$ cat src/rtl/rc4_sbox_ram.sv
// RC4 S-box state memory: 2**AW x DW array serving the crypt core's read/write
// ports, with a built-in identity-fill sequencer (S[i] = i) ahead of key scheduling.
module rc4_sbox_ram #(
  parameter int unsigned DW       = 8,
  parameter int unsigned AW       = 8,
  parameter bit          WR_FIRST = 1'b1
) (
  input  logic          clk,
  input  logic          rstn,
  input  logic          init_req,
  input  logic          sbox_rd,
  input  logic [AW-1:0] sbox_raddr,
  output logic [DW-1:0] sbox_dout,
  input  logic          sbox_wr,
  input  logic [AW-1:0] sbox_waddr,
  input  logic [DW-1:0] sbox_din,
  output logic          init_done,
  output logic          fill_busy,
  output logic          access_err
);

  typedef enum logic [1:0] {
    IDLE  = 2'd0,
    FILL  = 2'd1,
    READY = 2'd2
  } state_t;

  localparam logic [AW-1:0] CNT_LAST = '1;

  state_t        state;
  logic [AW-1:0] cnt;
  logic [DW-1:0] mem [2**AW];
  logic [DW-1:0] rd_data;

  // Same-address collision: bypass the incoming write data when WR_FIRST is set
  always_comb begin
    rd_data = mem[sbox_raddr];
    if (WR_FIRST && sbox_wr && (sbox_waddr == sbox_raddr)) begin
      rd_data = sbox_din;
    end
  end

  // Array has no reset; the fill sequencer owns the write port while filling
  always_ff @(posedge clk) begin
    if (state == FILL) begin
      mem[cnt] <= DW'(cnt);
    end else if (sbox_wr) begin
      mem[sbox_waddr] <= sbox_din;
    end
  end

  always_ff @(posedge clk or negedge rstn) begin
    if (!rstn) begin
      state      <= IDLE;
      cnt        <= '0;
      sbox_dout  <= '0;
      init_done  <= 1'b0;
      fill_busy  <= 1'b0;
      access_err <= 1'b0;
    end else begin
      access_err <= 1'b0;
      unique case (state)
        IDLE, READY: begin
          if (sbox_rd) begin
            sbox_dout <= rd_data;
          end
          if (init_req) begin
            state     <= FILL;
            cnt       <= '0;
            fill_busy <= 1'b1;
            init_done <= 1'b0;
          end
        end
        FILL: begin
          access_err <= sbox_rd | sbox_wr;
          cnt        <= cnt + 1'b1;
          if (cnt == CNT_LAST) begin
            state     <= READY;
            fill_busy <= 1'b0;
            init_done <= 1'b1;
          end
        end
        default: begin
          state     <= IDLE;
          fill_busy <= 1'b0;
          init_done <= 1'b0;
        end
      endcase
    end
  end

endmodule
$ cat config.mk
export PLATFORM = sky130hd
export DESIGN_NAME = rc4_sbox_ram
export DESIGN_NICKNAME = d
export VERILOG_FILES = /design/src/rtl/rc4_sbox_ram.sv
export SDC_FILE = /design/constraint.sdc
export NUM_CORES = 2
export LEC_CHECK = 0
export ABC_AREA = 1
export BUFFER_PORTS_ARGS = -buffer_cell sky130_fd_sc_hd__clkbuf_2
export CAP_MARGIN = 20
export CORE_MARGIN = 2
export CORE_UTILIZATION = 35
export CTS_CLUSTER_SIZE = 40
export DETAILED_ROUTE_END_ITERATION = 7
export REMOVE_ABC_BUFFERS = 1
export SLEW_MARGIN = 10
export SYNTH_ARGS = -nofsm -noshare
export SYNTH_HDL_FRONTEND = slang
export SYNTH_SLANG_ARGS = --single-unit
$ cat constraint.sdc
create_clock -name clk -period 9.8 [get_ports clk]
set_input_delay 1.96 -clock clk [delete_from_list [all_inputs] [get_ports clk]]
set_output_delay 1.96 -clock clk [all_outputs]
set_load 0.01 [all_outputs]
==> run summary <==
TIMING
--------------------------------------------------------------------------------------------------------
Slew headroom .............................................................................        18.7%
Unrepaired setup endpoints after global routing ...........................................        false
Shortest clock period the worst path allows after layout ..................................      5.21 ns
Transition at the pin with the smallest max-transition slack ..............................      1.22 ns
Final setup TNS ...........................................................................         0 ns
Final hold viol count .....................................................................            0
Max Clock Freq ............................................................................      192 MHz
Final count of pins violating max slew ....................................................            0
Maximum clock skew at final layout ........................................................    0.0477 ns
Period utilization ........................................................................        53.2%
Final count of negative-setup-slack endpoints .............................................            0

WORST HOLD PATH
--------------------------------------------------------------------------------------------------------
Count of cells along the worst hold path ..................................................            2
Type of the most critical hold path ....................................................... flop to flop
Hold Crit Endpoint ........................................................................    init_done
Worst hold path startpoint ................................................................    init_done

GLOBAL ROUTE
--------------------------------------------------------------------------------------------------------
Maximum number of pins on one net before global-route repair ..............................          203
Antenna violations before repair ..........................................................            7
Global-route wire length before repair ....................................................   355,000 µm
Number of global-route vias before repair .................................................       53,000
Total GRT Usage ...........................................................................        19.3%
Overflow left after global routing ........................................................            0

ROUTING
--------------------------------------------------------------------------------------------------------
Total via count in the routed design ......................................................       55,600
Average via count per standard cell .......................................................         5.35
Iteration-0 DRC Markers ...................................................................        6,061
Average wire per standard cell ............................................................      23.2 µm
Remaining antenna violation count .........................................................            0
Number of detailed-routing iterations run before antenna repair ...........................            6
Drc violations ............................................................................            0
Routed WL .................................................................................   241,000 µm

SYNTH
--------------------------------------------------------------------------------------------------------
Async SR Flop Fraction ....................................................................       0.967%
Area share of the leading cell type in the synthesized netlist ............................        72.9%
Most frequent cells after synthesis ....................................................... sky130_fd_sc_hd__nand2_1 (2,173), sky130_fd_sc_hd__edfxtp_1 (2,048), sky130_fd_sc_hd__nand3_1 (2,045)
Yosys warning count .......................................................................            0
Number of synthesized flops with an enable pin ............................................        2,048
Count of different cell masters after synthesis ...........................................           36
Syn Inst Count ............................................................................        7,189
Synthesized cell area .....................................................................   84,400 µm²
Sequential-to-total area share from yosys stat ............................................        73.5%
Number of flip-flops and latches in the synthesized netlist ...............................        2,068
Most common cell in the synthesized netlist ............................................... sky130_fd_sc_hd__nand2_1
Mapped Avg Cell Area ......................................................................     11.7 µm²
Library cell with the largest summed area after synthesis ................................. sky130_fd_sc_hd__edfxtp_1
Most common flop cell mapped by yosys ..................................................... sky130_fd_sc_hd__edfxtp_1
Most area-consuming cells after synthesis ................................................. sky130_fd_sc_hd__edfxtp_1 (73%), sky130_fd_sc_hd__nand3_1 (12%), sky130_fd_sc_hd__nand2_1 (9.7%), sky130_fd_sc_hd__buf_2 (1.8%), sky130_fd_sc_hd__nor2_1 (1.3%)

CLOCK NETWORK
--------------------------------------------------------------------------------------------------------
Number of buffers inserted to repair setup after CTS ......................................            0
Level count of the clock H-tree ...........................................................            4
Number of instances resized during post-cts repair ........................................            0
CTS hold repair buffers ...................................................................            0
CTS root buf .............................................................................. sky130_fd_sc_hd__clkbuf_16
Total number of clock tree sinks ..........................................................        2,068
Number of buffers created by CTS ..........................................................          201
Post-CTS clock slew at the launch and capture registers of the worst setup and hold paths .      0.06 ns
Clock Tree Buf Depth ......................................................................            3
Later-pin clock latency in the skew report ................................................      0.86 ns
CTS tree ..................................................................................          yes

POWER AND IR DROP
--------------------------------------------------------------------------------------------------------
Static Leakage ............................................................................      32.2 nW
Total Power ...............................................................................      21.9 mW
Worst vdd ir ..............................................................................       223 µV
Power density of the placed cells .........................................................   234 nW/µm²

SETUP PATH
--------------------------------------------------------------------------------------------------------
Setup crit start kind .....................................................................    input pin
Data arrival at the endpoint of the critical path .........................................      6.01 ns
R2R Path End ..............................................................................   mem[80][0]
Reg-to-reg setup timing slack .............................................................      6.06 ns
Highest net fanout along the worst path ...................................................          174
Setup crit end kind .......................................................................         flop
Worst path required time ..................................................................     10.60 ns
FF-to-FF Start ............................................................................     state[0]
Worst setup path class .................................................................... input pin to flop
Worst R2R Path Depth ......................................................................            7

STATUS
--------------------------------------------------------------------------------------------------------
Run status ................................................................................ complete, no violations

FLOORPLAN
--------------------------------------------------------------------------------------------------------
Y dimension of the die ....................................................................       495 µm
Die outline area ..........................................................................  245,000 µm²
Width of the chip .........................................................................       495 µm
Core footprint ............................................................................  240,000 µm²
I/O pin cnt ...............................................................................           40
Starting utilization of the core area .....................................................        35.2%
Num rows ..................................................................................          180

CELLS AND AREA
--------------------------------------------------------------------------------------------------------
Share of the core filled with cells in the final layout ...................................        39.0%
Fraction of final layout cells sized beyond drive strength 1 ..............................        5.95%
Number of nets in the layout ..............................................................        7,057
P&R area growth vs syn ....................................................................        10.9%

FLOW RUN
--------------------------------------------------------------------------------------------------------
Number of maximum-capacitance violations ..................................................            0

PLACEMENT
--------------------------------------------------------------------------------------------------------
Number of I/O port buffers ................................................................           39
Detailed placer's ending HPWL .............................................................   132,000 µm
Routability-driven placement congestion ratio .............................................        0.906

registers in the layout, indices dropped and copies added, names as in the netlist:
name	count
access_err	1
init_done	1
sbox_dout	8
cnt	8
mem	2048
fill_busy	1
state	1
cells in the final DEF, fill, tap and decap left out, types with 14 or more instances in the layout:
master,count
sky130_fd_sc_hd__clkinv_1,55
sky130_fd_sc_hd__o21ai_0,14
sky130_fd_sc_hd__clkbuf_2,34
sky130_fd_sc_hd__nand2_1,2171
sky130_fd_sc_hd__buf_4,66
sky130_fd_sc_hd__clkbuf_16,202
sky130_fd_sc_hd__nor2_1,293
sky130_fd_sc_hd__inv_1,59
sky130_fd_sc_hd__edfxtp_1,2048
sky130_fd_sc_hd__nand3_1,2045
sky130_fd_sc_hd__clkinv_2,34
sky130_fd_sc_hd__dfrtp_1,20
sky130_fd_sc_hd__clkbuf_1,39
kinds of logic (layout without fill, tap and decap cells):
family / after synthesis / in the layout / share of synthesized area (%)
DFF: 2068 / 2068 / 73.5
and+or+nand+nor: 4528 / 4528 / 23.3
xor gates and xnor gates: 3 / 3 / 0.0400
other: 0 / 7 / 0
adders and majority gates: 1 / 1 / 0.0148
AOI/OAI and AO/OA: 30 / 30 / 0.240
buffers and inverters: 559 / 560 / 2.98
report_power, final:
group          total, mW  internal, mW  switching, mW
clock network       7.54          4.19           3.36
registers           11.1          11.1         0.0942
logic               3.21         0.441           2.77
total               21.9          15.7           6.22
final cells by class:
cell class | count | area (µm²)
Timing Repair Buffer | 119 | 1030
Multi-Input combinational cell | 4562 | 19900
Tap cell | 3185 | 3990
Clock buffer | 250 | 5330
Inverter | 75 | 369
Antenna cell | 7 | 17.5
Fill cell | 22800 | 146000
Sequential cell | 2068 | 62000
Clock inverter | 116 | 993
metrics by stage:
stage	worst slack [ns]	cells	hold WS, ns	area [µm²]
6_report	4.59	10400	0.527	93600
5_1_grt	4.52	10400	0.574	93600
4_1_cts	4.83	10400	0.527	93600
3_5_place_dp	3.90	10000	0.511	87200
3_3_place_gp	3.84	10000	0.495	87200
2_1_floorplan	2.03	6705	0.504	82200
worst max-delay path by stage:
stage	start	to	slack, ns
after global routing	sbox_raddr[0]	sbox_dout[7]	4.52
after global placement	sbox_raddr[0]	sbox_dout[7]	3.84
final	sbox_raddr[0]	sbox_dout[7]	4.59
after CTS	sbox_raddr[0]	sbox_dout[7]	4.83
after floorplan	sbox_raddr[0]	sbox_dout[4]	2.03
after detailed placement	sbox_raddr[0]	sbox_dout[7]	3.90
layer usage:
layer	share of wire, %	track usage (%)
met3	8.5	3.90
met2	47	30.9
met1	40	25.4
met5	0.021	0
met4	4.4	8.44
critical path, cell delays in order:
cell                      delay (ns)
sky130_fd_sc_hd__buf_8          0.43
sky130_fd_sc_hd__buf_12         0.62
sky130_fd_sc_hd__buf_4          0.88
sky130_fd_sc_hd__nand2_1        0.11
sky130_fd_sc_hd__nand3_1        0.12
sky130_fd_sc_hd__nand3_1        0.13
sky130_fd_sc_hd__nand3_1        0.18
sky130_fd_sc_hd__nand3_1        0.20
sky130_fd_sc_hd__nand3_1        0.16
sky130_fd_sc_hd__nand3_1        0.26
sky130_fd_sc_hd__nand3_1        0.33
sky130_fd_sc_hd__nand2_1        0.10
sky130_fd_sc_hd__nand2_1        0.08
sky130_fd_sc_hd__nand2_1        0.08
sky130_fd_sc_hd__nand2_1        0.06
(Power assumes the default switching activity.)
